## config.mk

```make
export PLATFORM = sky130hd
export DESIGN_NAME = gyro_spi_responder
export DESIGN_NICKNAME = d
export VERILOG_FILES = /design/src/rtl/gyro_spi_pkg.sv /design/src/rtl/gyro_spi_responder_sync.sv /design/src/rtl/gyro_spi_responder.sv
export SDC_FILE = /design/constraint.sdc
export NUM_CORES = 1
export LEC_CHECK = 0
export BUFFER_PORTS_ARGS = -buffer_cell sky130_fd_sc_hd__clkbuf_2
export CORE_ASPECT_RATIO = 0.6
export CORE_MARGIN = 2
export CORE_UTILIZATION = 44
export DETAILED_ROUTE_END_ITERATION = 6
export PLACE_DENSITY_LB_ADDON = 0.25
export SLEW_MARGIN = 15
export SYNTH_ARGS = -nofsm -noshare
export SYNTH_HDL_FRONTEND = slang
export SYNTH_HIERARCHICAL = 1
export SYNTH_SLANG_ARGS = --single-unit
```

## constraint.sdc

```tcl
create_clock -name clk -period 2.2 [get_ports clk]
set_clock_uncertainty 0.05 [all_clocks]
set_input_delay 0.22 -clock clk [delete_from_list [all_inputs] [get_ports clk]]
set_output_delay 0.22 -clock clk [all_outputs]
set_load 0.005 [all_outputs]
```

## src/rtl/gyro_spi_pkg.sv

```systemverilog
// -----------------------------------------------------------------------------
// gyro_spi_pkg
// Shared definitions for the gyro SPI responder: the FSM state type, the
// emulated register addresses, CTRL register reset values and the command
// byte field positions.
// -----------------------------------------------------------------------------
package gyro_spi_pkg;

    // Transaction state: waiting for cs, shifting the command byte, data bytes.
    typedef enum logic [1:0] {
        ST_IDLE = 2'd0,
        ST_CMD  = 2'd1,
        ST_DATA = 2'd2
    } state_t;

    // Register map (6-bit address space)
    localparam logic [5:0] ADDR_WHO_AM_I  = 6'h0F;
    localparam logic [5:0] ADDR_CTRL_REG1 = 6'h20;
    localparam logic [5:0] ADDR_CTRL_REG2 = 6'h21;
    localparam logic [5:0] ADDR_CTRL_REG3 = 6'h22;
    localparam logic [5:0] ADDR_CTRL_REG4 = 6'h23;
    localparam logic [5:0] ADDR_CTRL_REG5 = 6'h24;
    localparam logic [5:0] ADDR_OUT_X_L   = 6'h28;
    localparam logic [5:0] ADDR_OUT_X_H   = 6'h29;
    localparam logic [5:0] ADDR_OUT_Y_L   = 6'h2A;
    localparam logic [5:0] ADDR_OUT_Y_H   = 6'h2B;
    localparam logic [5:0] ADDR_OUT_Z_L   = 6'h2C;
    localparam logic [5:0] ADDR_OUT_Z_H   = 6'h2D;

    localparam int NUM_CTRL_REGS = 5;

    // CTRL register reset values
    localparam logic [7:0] CTRL_REG1_RST = 8'h07;
    localparam logic [7:0] CTRL_REG2_RST = 8'h00;
    localparam logic [7:0] CTRL_REG3_RST = 8'h00;
    localparam logic [7:0] CTRL_REG4_RST = 8'h00;
    localparam logic [7:0] CTRL_REG5_RST = 8'h00;

    // Command byte fields
    localparam int RW_BIT = 7;  // 1 = read
    localparam int MS_BIT = 6;  // 1 = auto-increment address

    // Reset value of CTRL_REG(idx+1)
    function automatic logic [7:0] ctrl_reset_value(input int idx);
        case (idx)
            0:       return CTRL_REG1_RST;
            1:       return CTRL_REG2_RST;
            2:       return CTRL_REG3_RST;
            3:       return CTRL_REG4_RST;
            4:       return CTRL_REG5_RST;
            default: return 8'h00;
        endcase
    endfunction

    // True for the writable CTRL_REG1..5 window
    function automatic logic is_ctrl_addr(input logic [5:0] addr);
        return (addr >= ADDR_CTRL_REG1) && (addr <= ADDR_CTRL_REG5);
    endfunction

endpackage

```

## src/rtl/gyro_spi_responder_sync.sv

```systemverilog
// -----------------------------------------------------------------------------
// spi_pin_sync
// Synchronizes one SPI pin into the clk domain through a STAGES-deep flop
// chain and produces single-cycle rise/fall pulses from the synchronized level.
// Ports:
//   clk, rst    system clock, asynchronous active-low reset
//   pin         raw asynchronous input
//   level       synchronized level (last chain stage)
//   rise, fall  one-cycle pulses on synchronized edges
// -----------------------------------------------------------------------------
module spi_pin_sync #(
    parameter int   STAGES     = 2,
    parameter logic IDLE_LEVEL = 1'b1
) (
    input  logic clk,
    input  logic rst,
    input  logic pin,
    output logic level,
    output logic rise,
    output logic fall
);

    logic [STAGES-1:0] chain_reg;
    logic              prev_reg;

    // Reset to the pin's idle level so no spurious edge appears after reset.
    always_ff @(posedge clk or negedge rst) begin
        if (!rst) begin
            chain_reg <= {STAGES{IDLE_LEVEL}};
            prev_reg  <= IDLE_LEVEL;
        end else begin
            for (int i = STAGES - 1; i > 0; i--) begin
                chain_reg[i] <= chain_reg[i-1];
            end
            chain_reg[0] <= pin;
            prev_reg     <= chain_reg[STAGES-1];
        end
    end

    assign level = chain_reg[STAGES-1];
    assign rise  = level & ~prev_reg;
    assign fall  = ~level & prev_reg;

endmodule

```

## src/rtl/gyro_spi_responder.sv

```systemverilog
// -----------------------------------------------------------------------------
// gyro_spi_responder
// SPI mode-3 responder emulating the three-axis gyro register interface.
// Oversamples cs/sclk/mosi in the clk domain, decodes the command byte
// (RW, MS, 6-bit address), serves WHO_AM_I, CTRL_REG1..5 and the axis
// snapshot, and accepts CTRL register writes.
// Ports:
//   clk, rst                system clock, asynchronous active-low reset
//   cs, sclk, mosi          SPI pins from the master (cs active-low, CPOL=1)
//   miso                    SPI data to the master
//   data_x/y/z, data_valid  axis samples and their load strobe
//   ctrl_reg1               current CTRL_REG1 contents
//   busy                    synchronized cs is low
// -----------------------------------------------------------------------------
module gyro_spi_responder
    import gyro_spi_pkg::*;
#(
    parameter int         SYNC_STAGES  = 2,
    parameter logic [7:0] WHO_AM_I_VAL = 8'hD3
) (
    input  logic        clk,
    input  logic        rst,
    input  logic        cs,
    input  logic        sclk,
    input  logic        mosi,
    output logic        miso,
    input  logic [15:0] data_x,
    input  logic [15:0] data_y,
    input  logic [15:0] data_z,
    input  logic        data_valid,
    output logic [7:0]  ctrl_reg1,
    output logic        busy
);

    // ------------------------------------------------------------------
    // Pin synchronization
    // ------------------------------------------------------------------
    logic cs_level, cs_rise, cs_fall;
    logic sclk_level_unused, sclk_rise, sclk_fall;

    spi_pin_sync #(.STAGES(SYNC_STAGES), .IDLE_LEVEL(1'b1)) u_cs_sync (
        .clk   (clk),
        .rst   (rst),
        .pin   (cs),
        .level (cs_level),
        .rise  (cs_rise),
        .fall  (cs_fall)
    );

    spi_pin_sync #(.STAGES(SYNC_STAGES), .IDLE_LEVEL(1'b1)) u_sclk_sync (
        .clk   (clk),
        .rst   (rst),
        .pin   (sclk),
        .level (sclk_level_unused),
        .rise  (sclk_rise),
        .fall  (sclk_fall)
    );

    // mosi needs no edge detection; an equal-depth chain keeps it aligned
    // with the synchronized sclk so it is sampled at the matching instant.
    logic [SYNC_STAGES-1:0] mosi_chain_reg;
    logic                   mosi_sync;

    always_ff @(posedge clk or negedge rst) begin
        if (!rst) begin
            mosi_chain_reg <= '0;
        end else begin
            for (int i = SYNC_STAGES - 1; i > 0; i--) begin
                mosi_chain_reg[i] <= mosi_chain_reg[i-1];
            end
            mosi_chain_reg[0] <= mosi;
        end
    end

    assign mosi_sync = mosi_chain_reg[SYNC_STAGES-1];
    assign busy      = ~cs_level;

    // ------------------------------------------------------------------
    // Transaction FSM and shift registers
    // ------------------------------------------------------------------
    state_t      state_reg;
    logic [2:0]  bit_cnt_reg;
    logic [7:0]  rx_shift_reg;
    logic [7:0]  tx_shift_reg;
    logic [5:0]  addr_reg;
    logic        rw_reg;
    logic        ms_reg;
    logic        miso_reg;
    logic        wr_en_reg;
    logic [5:0]  wr_addr_reg;
    logic [7:0]  wr_data_reg;

    logic [7:0]  rx_next;
    logic [7:0]  rd_data;

    assign rx_next = {rx_shift_reg[6:0], mosi_sync};

    always_ff @(posedge clk or negedge rst) begin
        if (!rst) begin
            state_reg    <= ST_IDLE;
            bit_cnt_reg  <= 3'd0;
            rx_shift_reg <= 8'h00;
            tx_shift_reg <= 8'h00;
            addr_reg     <= 6'h00;
            rw_reg       <= 1'b0;
            ms_reg       <= 1'b0;
            miso_reg     <= 1'b0;
            wr_en_reg    <= 1'b0;
            wr_addr_reg  <= 6'h00;
            wr_data_reg  <= 8'h00;
        end else begin
            wr_en_reg <= 1'b0;

            if (cs_rise) begin
                // Abort: any partial byte is simply dropped.
                state_reg    <= ST_IDLE;
                bit_cnt_reg  <= 3'd0;
                tx_shift_reg <= 8'h00;
            end else begin
                case (state_reg)
                    ST_IDLE: begin
                        if (cs_fall) begin
                            state_reg    <= ST_CMD;
                            bit_cnt_reg  <= 3'd0;
                            tx_shift_reg <= 8'h00;
                        end
                    end

                    ST_CMD: begin
                        if (sclk_rise) begin
                            rx_shift_reg <= rx_next;
                            bit_cnt_reg  <= bit_cnt_reg + 3'd1;
                            if (bit_cnt_reg == 3'd7) begin
                                rw_reg    <= rx_next[RW_BIT];
                                ms_reg    <= rx_next[MS_BIT];
                                addr_reg  <= rx_next[5:0];
                                state_reg <= ST_DATA;
                            end
                        end
                    end

                    ST_DATA: begin
                        if (sclk_rise) begin
                            rx_shift_reg <= rx_next;
                            bit_cnt_reg  <= bit_cnt_reg + 3'd1;
                            if (bit_cnt_reg == 3'd7) begin
                                // Stage the write one cycle so the commit
                                // uses the address of the byte just finished.
                                if (!rw_reg && is_ctrl_addr(addr_reg)) begin
                                    wr_en_reg   <= 1'b1;
                                    wr_addr_reg <= addr_reg;
                                    wr_data_reg <= rx_next;
                                end
                                if (ms_reg) begin
                                    addr_reg <= addr_reg + 6'd1;
                                end
                            end
                        end else if (sclk_fall) begin
                            // A fall with the counter at 0 opens a new byte.
                            if (bit_cnt_reg == 3'd0) begin
                                tx_shift_reg <= rd_data;
                            end else begin
                                tx_shift_reg <= {tx_shift_reg[6:0], 1'b0};
                            end
                        end
                    end

                    default: begin
                        state_reg <= ST_IDLE;
                    end
                endcase
            end

            // Registered output: quiet outside the data phase.
            miso_reg <= (state_reg == ST_DATA && !cs_level) ? tx_shift_reg[7] : 1'b0;
        end
    end

    assign miso = miso_reg;

    // ------------------------------------------------------------------
    // CTRL_REG1..5
    // ------------------------------------------------------------------
    logic [NUM_CTRL_REGS-1:0][7:0] ctrl_value;

    genvar gi;
    generate
        for (gi = 0; gi < NUM_CTRL_REGS; gi++) begin : g_ctrl
            logic [7:0] value_reg;

            always_ff @(posedge clk or negedge rst) begin
                if (!rst) begin
                    value_reg <= ctrl_reset_value(gi);
                end else if (wr_en_reg && (wr_addr_reg == ADDR_CTRL_REG1 + 6'(gi))) begin
                    value_reg <= wr_data_reg;
                end
            end

            assign ctrl_value[gi] = value_reg;
        end
    endgenerate

    assign ctrl_reg1 = ctrl_value[0];

    // ------------------------------------------------------------------
    // Axis snapshot with a pending buffer so a burst never mixes samples
    // ------------------------------------------------------------------
    logic [15:0] snap_x_reg, snap_y_reg, snap_z_reg;
    logic [15:0] pend_x_reg, pend_y_reg, pend_z_reg;
    logic        pend_flag_reg;

    always_ff @(posedge clk or negedge rst) begin
        if (!rst) begin
            snap_x_reg    <= 16'h0000;
            snap_y_reg    <= 16'h0000;
            snap_z_reg    <= 16'h0000;
            pend_x_reg    <= 16'h0000;
            pend_y_reg    <= 16'h0000;
            pend_z_reg    <= 16'h0000;
            pend_flag_reg <= 1'b0;
        end else if (data_valid && !busy) begin
            // Covers the cs-rise cycle too: fresh data beats a pending sample.
            snap_x_reg    <= data_x;
            snap_y_reg    <= data_y;
            snap_z_reg    <= data_z;
            pend_flag_reg <= 1'b0;
        end else if (data_valid) begin
            pend_x_reg    <= data_x;
            pend_y_reg    <= data_y;
            pend_z_reg    <= data_z;
            pend_flag_reg <= 1'b1;
        end else if (cs_rise && pend_flag_reg) begin
            snap_x_reg    <= pend_x_reg;
            snap_y_reg    <= pend_y_reg;
            snap_z_reg    <= pend_z_reg;
            pend_flag_reg <= 1'b0;
        end
    end

    // ------------------------------------------------------------------
    // Read mux
    // ------------------------------------------------------------------
    always_comb begin
        rd_data = 8'h00;
        case (addr_reg)
            ADDR_WHO_AM_I:  rd_data = WHO_AM_I_VAL;
            ADDR_CTRL_REG1: rd_data = ctrl_value[0];
            ADDR_CTRL_REG2: rd_data = ctrl_value[1];
            ADDR_CTRL_REG3: rd_data = ctrl_value[2];
            ADDR_CTRL_REG4: rd_data = ctrl_value[3];
            ADDR_CTRL_REG5: rd_data = ctrl_value[4];
            ADDR_OUT_X_L:   rd_data = snap_x_reg[7:0];
            ADDR_OUT_X_H:   rd_data = snap_x_reg[15:8];
            ADDR_OUT_Y_L:   rd_data = snap_y_reg[7:0];
            ADDR_OUT_Y_H:   rd_data = snap_y_reg[15:8];
            ADDR_OUT_Z_L:   rd_data = snap_z_reg[7:0];
            ADDR_OUT_Z_H:   rd_data = snap_z_reg[15:8];
            default:        rd_data = 8'h00;
        endcase
    end

endmodule

```

==> out/qor.csv, run 1 <==
stage,metric,value,unit
placed_design,post-place-cells,1091,
worst_setup_path,rr_startpoint,addr_reg[1],
global_route,globalRouteOverflowTotal,0,
cts,numCtsBuffers,17,
pwr,p_seq_share,46.2,%
pwr,p_comb_share,15.2,%
timing,relSlewSlack,59.2,%
synth,syn_avg_cell_area,12.1,um2
layout,nFillCells,1586,
synth,yosysWarnings,6,
worst_setup_path,cp-end-kind,flip-flop,
global_route,grt_use_total,23.7,%
worst_setup_path,r2r_slack,0.03,ns
global_route,grt_antenna_before_repair,2,
routing,vias,6445,
cts,clock-sinks,189,
timing,finalHoldViolCount,0,
synth,synth_mux_area_share,21.2,%
layout,fin_nets,968,
global_route,grt_max_degree,68,
timing,fmax,462,MHz
pwr,p_int,6.74,mW
worst_setup_path,cp-start-kind,flip-flop,
die,rows,39,
outcome,status,"complete, no violations",
die,die_area,21100,um2
placed_design,dp_hpwl,17300,um
global_route,grt_pass1_vias,6649,
worst_setup_path,worstPathCellList,inv_4 > ha_2 > buf_4 > and3b_1 > o21ai_0 > a41o_1 > or4b_1 > buf_6 > o22ai_2,
timing,drv_slew,0,
placed_design,portBuffers,63,
layout,final_core_util,58.6,%
synth,synth_fa_ha_area_share,1.57,%
min_path,min_path_cells,3,
cts,root_buffer,clkbuf_16,
synth,ys_dominant_reg_cell,dfrtp_1,
routing,vias_per_cell,5.46,
synth,synth-compound-area-share,9.69,%
synth,synth_edf_count,0,
timing,fin_ws,0.0334,ns
min_path,min_to,pend_flag_reg,
timing,setup_viol,0,
min_path,min_path_type,in2reg,
routing,dr.pass1.iters,5,
synth,synthSimpleGateAreaFrac,10.9,%
layout,area_growth,29.1,%
worst_setup_path,crit_slowest_cell,or4b_1,
routing,first_iter_violations,458,
worst_setup_path,path_class,reg2reg,
pwr,switching_share,26.5,%
cts,htree_levels,4,
worst_setup_path,reg2reg_depth,9,
routing,wl_per_cell,20.1,um
routing,antenna_left,0,
cts,clk_latency,0.44,ns
min_path,min-delay-start,data_valid,
synth,synth_sequential_area_ratio,54.2,%
layout,instances_no_fill,1180,
die,start_util,45.4,%
pwr,power.static_leakage,5.36,nW
timing,min_period,2.17,ns
worst_setup_path,regToRegEndpoint,tx_shift_reg[7],
synth,synth_xor_area_share,0,%
cts,cts_max_path_buffers,2,
worst_setup_path,max_stage_delay,0.48,ns
timing,rsz0062_at_grt,yes,
cts,cts_tree,yes,
synth,syn_inst,724,
die,ioPinCount,64,
timing,period_share,98.5,%
die,core-area,19300,um2
global_route,grt_pass1_wl,37400,um
timing,tns,0,ns
worst_setup_path,cp.required,2.51,ns
die,fp.dieH,113,um
synth,synth_seq_cells,189,
routing,drt_wl_total,23700,um
synth,async_reset_ff_share,100,%
routing,drc_errors,0,
timing,max_slew.worst_pin.slew,0.613,ns
run,max_cap_viol_count,0,
pwr,switchingPower,2.43,mW
layout,n_antenna_cell,0,
synth,syn_area,8750,um2
cts,path_clk_slew,0.07,ns
worst_setup_path,arrival,2.48,ns
die,die_w,186,um
placed_design,dpl_worst_slack,-0.0944,ns
placed_design,place_congestion,0.913,
pwr,powerDensity,812,nW/um2
worst_setup_path,worstPathMaxFanout,7,
layout,multi_input_area,3900,um2
synth,syn_nets,789,
pwr,vdd_drop_max,0.000549,V
layout,largest_register_ffs,32,
synth,synth_top_family_by_area,multiplexers,
pwr,clockPowerShare,38.6,%
layout,register_area,4750,um2
synth,yosysUniqueCellTypes,60,
layout,drive_gt1_share,34.1,%
==> cells by family (layout without fill, tap and decap cells) <==
family,count (synthesis),count (layout)
DFF,189,189
and+or+nand+nor,176,176
muxes,171,171
AOI/OAI and AO/OA,126,126
buffers and inverters,51,241
adders and majority gates,11,11
==> stage by stage <==
stage | instance area (um2) | hold slack, ns | power, mW
global route | 11300 | 0.260 | 9.57
finish | 11300 | 0.204 | 9.17
detailed placement | 9940 | 0.215 | 5.57
floorplan | 8750 | -0.126 | 4.93
CTS | 11200 | 0.183 | 9.20
global placement | 9940 | 0.198 | 5.50
==> timing repair <==
item                       in CTS  in global routing
gates resized for setup        13                 14
setup endpoints to repair      19                 26
buffers inserted                5                  2
hold endpoints to repair      112                  0
hold buffers                   52                  0
pin swaps                       2                  6
==> cell usage in the layout, fill, tap and decap left out, types with 13 or more instances in the layout <==
cell type,Yosys,layout
nand2_1,16,13
mux2i_1,57,57
dfrtp_1,180,175
dlygate4sd3_1,0,52
buf_4,1,76
a21oi_1,65,65
clkbuf_16,0,17
mux2_2,87,87
and3_1,23,23
clkbuf_2,0,62
mux2_1,27,27
nor2_1,63,62
==> power by group through the flow <==
stage                     registers [mW]  logic (mW)  clock network, mW
after floorplan                     4.09       0.839                  0
after global placement              4.27        1.23                  0
after detailed placement            4.28        1.29                  0
after CTS                           4.22        1.38               3.60
after global routing                4.27        1.54               3.75
final                               4.24        1.39               3.54
==> routing by layer <==
metal  vias to the layer above  track usage, %  wire length (um)
met5                         -               0                 0
li1                       2981               -                 -
met1                      3284            36.8             12000
met2                       168            33.8             10000
met4                         0            5.30               167
met3                        12            5.15              1500
==> worst max-delay path by stage <==
stage | from | to | slack (ns)
floorplan | addr_reg[0] | tx_shift_reg[2] | 0.08
global placement | addr_reg[3] | tx_shift_reg[6] | -0.04
detailed placement | addr_reg[1] | tx_shift_reg[2] | -0.09
CTS | addr_reg[0] | tx_shift_reg[7] | 0.02
global route | addr_reg[1] | tx_shift_reg[0] | -0.06
finish | addr_reg[1] | tx_shift_reg[7] | 0.03
==> synthesized netlist by cell type (3+ instances only) <==
library cell / n / share of area [%]
a22o_1: 6 / 0.60
mux2_1: 27 / 3.5
a222oi_1: 3 / 0.34
clkbuf_1: 21 / 0.90
a31o_1: 4 / 0.40
nor2_1: 63 / 2.7
mux2i_1: 57 / 6.5
dfstp_2: 9 / 2.7
o22a_1: 5 / 0.50
and3b_1: 7 / 0.70
buf_1: 8 / 0.34
nor2b_1: 9 / 0.64
buf_2: 10 / 0.57
dfrtp_1: 180 / 51
inv_1: 9 / 0.39
a22oi_1: 6 / 0.51
ha_1: 11 / 1.6
nand3_1: 10 / 0.57
nand2b_1: 4 / 0.29
mux2_2: 87 / 11
and2_1: 11 / 0.79
nor4_1: 4 / 0.29
a2111oi_0: 4 / 0.40
nand2_1: 16 / 0.69
o22ai_2: 6 / 0.86
and4_1: 3 / 0.30
nand3b_1: 8 / 0.69
o21ai_0: 5 / 0.29
a221oi_1: 3 / 0.30
and3_1: 23 / 1.6
a21oi_1: 65 / 3.7
==> final cells by class <==
class,instances,share of cell area (%)
clock buffers,19,3.92
clock inverters,11,2.03
inverters,10,0.354
multi-input cells,484,34.5
flip-flops and latches,189,42.0
well taps,266,2.95
repair buffers,201,14.2
==> worst max-delay path: cells and delay by family (launching register included) <==
| family | cells | cell delay [ns] |
|---|---|---|
| buf+inv | 3 | 0.36 |
| flops | 1 | 0.47 |
| compound gates | 3 | 0.39 |
| simple gates | 2 | 0.63 |
| fa+ha+maj | 1 | 0.18 |
No activity file was read; power rests on OpenSTA's default activity.
==> run 2: changes to the inputs <==
--- a/config.mk
+++ b/config.mk
@@ -6,9 +6,11 @@
 export NUM_CORES = 1
 export LEC_CHECK = 0
 export BUFFER_PORTS_ARGS = -buffer_cell sky130_fd_sc_hd__clkbuf_2
+export CELL_PAD_IN_SITES_DETAIL_PLACEMENT = 1
+export CELL_PAD_IN_SITES_GLOBAL_PLACEMENT = 2
 export CORE_ASPECT_RATIO = 0.6
 export CORE_MARGIN = 2
-export CORE_UTILIZATION = 44
+export CORE_UTILIZATION = 37
 export DETAILED_ROUTE_END_ITERATION = 6
 export PLACE_DENSITY_LB_ADDON = 0.25
 export SLEW_MARGIN = 15
==> run 2 against run 1 <==
Maximum frequency grew 0.27%; combinational power about the same; power shrank 4.2%; critical path type unchanged; largest cell class unchanged; largest power group unchanged.
==> out/qor.csv, run 2 (synthesis results as in run 1) <==
stage,metric,value,unit
timing,max_slew.worst_pin.slew,0.836,ns
routing,drc_errors,0,
layout,layout_common_cells,"dfrtp_1, mux2_2, a21oi_1",
die,die_area,24900,um2
layout,drive_gt1_share,33.4,%
cts,cts_max_path_buffers,2,
layout,instances_no_fill,1219,
worst_setup_path,worstPathMaxFanout,7,
routing,drt_wl_total,25700,um
layout,area_growth,27.9,%
layout,largest_register_ffs,32,
worst_setup_path,cp-start-kind,flip-flop,
timing,fmax,463,MHz
routing,antenna_left,0,
cts,clk_latency,0.46,ns
die,fp.dieH,123,um
placed_design,post-place-cells,1129,
worst_setup_path,cp.required,2.52,ns
worst_setup_path,cp-end-kind,flip-flop,
min_path,min-delay-start,data_valid,
timing,whs,0.211,ns
routing,dr.pass1.iters,4,
timing,rsz0062_at_grt,yes,
worst_setup_path,regToRegEndpoint,tx_shift_reg[0],
cts,cts_tree,yes,
pwr,p_total,8.79,mW
cts,numCtsBuffers,17,
worst_setup_path,path_class,reg2reg,
pwr,power.static_leakage,5.28,nW
outcome,status,"complete, no violations",
global_route,grt_pass1_wl,40900,um
layout,register_area,4740,um2
die,ioPinCount,64,
die,start_util,37.8,%
timing,finalHoldViolCount,0,
min_path,min_path_type,in2reg,
routing,vias,6351,
timing,drv_slew,0,
global_route,grt_max_degree,62,
pwr,powerDensity,784,nW/um2
layout,final_common_cell,dfrtp_1,
timing,period_share,98.2,%
timing,setup_viol,0,
pwr,vdd_drop_max,0.000500,V
routing,vias_per_cell,5.21,
routing,first_iter_violations,303,
timing,tns,0,ns
run,max_cap_viol_count,0,
min_path,min_path_cells,3,
cts,clock-sinks,189,
layout,multi_input_area,3940,um2
layout,nFillCells,2433,
worst_setup_path,reg2reg_depth,8,
timing,min_period,2.16,ns
global_route,grt_antenna_before_repair,1,
min_path,min_to,pend_flag_reg,
layout,final_core_util,48.3,%
die,rows,43,
placed_design,dp_hpwl,18900,um
placed_design,portBuffers,63,
cts,htree_levels,4,
routing,wl_per_cell,21.1,um
worst_setup_path,rr_startpoint,addr_reg[0],
placed_design,place_congestion,0.922,
worst_setup_path,arrival,2.49,ns
die,core-area,23200,um2
die,die_w,203,um
worst_setup_path,r2r_slack,0.04,ns
timing,relSlewSlack,44.3,%
global_route,grt_use_total,22.1,%
cts,path_clk_slew,0.07,ns
global_route,grt_pass1_vias,6951,
cts,root_buffer,clkbuf_16,
layout,fin_nets,955,
global_route,globalRouteOverflowTotal,0,
[run 2: changes by cell type in the layout (fill, tap and decap cells not counted), sizes merged]
cell      change
diode         +1
bufinv        -3
clkinvlp      +1
buf          -13
clkbuf        +3
clkinv        +2
inv           -1
[run 2: area by class of cell]
type	instances	area share, %
Tap cell	315	3.52
Sequential cell	189	42.3
Clock buffer	22	4.05
Clock inverter	10	1.24
Timing Repair Buffer	188	13.3
Inverter	10	0.335
Multi-Input combinational cell	484	35.2
Antenna cell	1	0.0223
[run 2: worst max-delay path, cell delays in order, from the launching register on]
cell and delay [ns]:
dfrtp_1 0.42, ha_2 0.21, buf_6 0.11, nand4b_1 0.08, a31o_1 0.23, a41o_1 0.25, or4b_4 0.49, buf_6 0.16
o21ai_2 0.10
[run 2: where the power goes]
group	total, mW	switching [mW]	leakage, nW	internal [mW]
Sequential	4.20	0.333	2.34	3.87
Clock	3.20	1.37	0.289	1.82
Combinational	1.39	0.705	2.65	0.685
Total	8.79	2.41	5.28	6.38
[run 2: worst max-delay path by stage]
stage	from	end	slack [ns]	depth (start not counted)
floorplan	addr_reg[0]	tx_shift_reg[2]	0.08	8
global placement	addr_reg[1]	tx_shift_reg[4]	-0.03	8
detailed placement	addr_reg[0]	tx_shift_reg[3]	-0.24	7
CTS	addr_reg[1]	tx_shift_reg[6]	0.001	8
global route	addr_reg[0]	tx_shift_reg[0]	-0.07	8
finish	addr_reg[0]	tx_shift_reg[0]	0.04	8
[run 2: routing by layer]
metal  vias up  part of all wire, %  track usage (%)
met5         -                    0                0
met1      3276                   52             32.5
met4         0                 0.89             5.75
met2        96                   43             33.1
met3        16                  4.1             4.82
li1       2963                    -                -
[run 2: what timing repair did]
action / in CTS / in global routing
hold buffers: 52 / 0
pin swaps: 1 / 8
setup buffers: 1 / 4
resized for setup: 16 / 20
hold endpoints to repair: 94 / 0
setup endpoints to repair: 8 / 15
[run 2: stage by stage]
stage | worst slack (ns) | area (um2)
after detailed placement | -0.242 | 9890
after floorplan | 0.0760 | 8750
after global routing | -0.0721 | 11200
after global placement | -0.0348 | 9890
after CTS | 0.00133 | 11100
final | 0.0392 | 11200
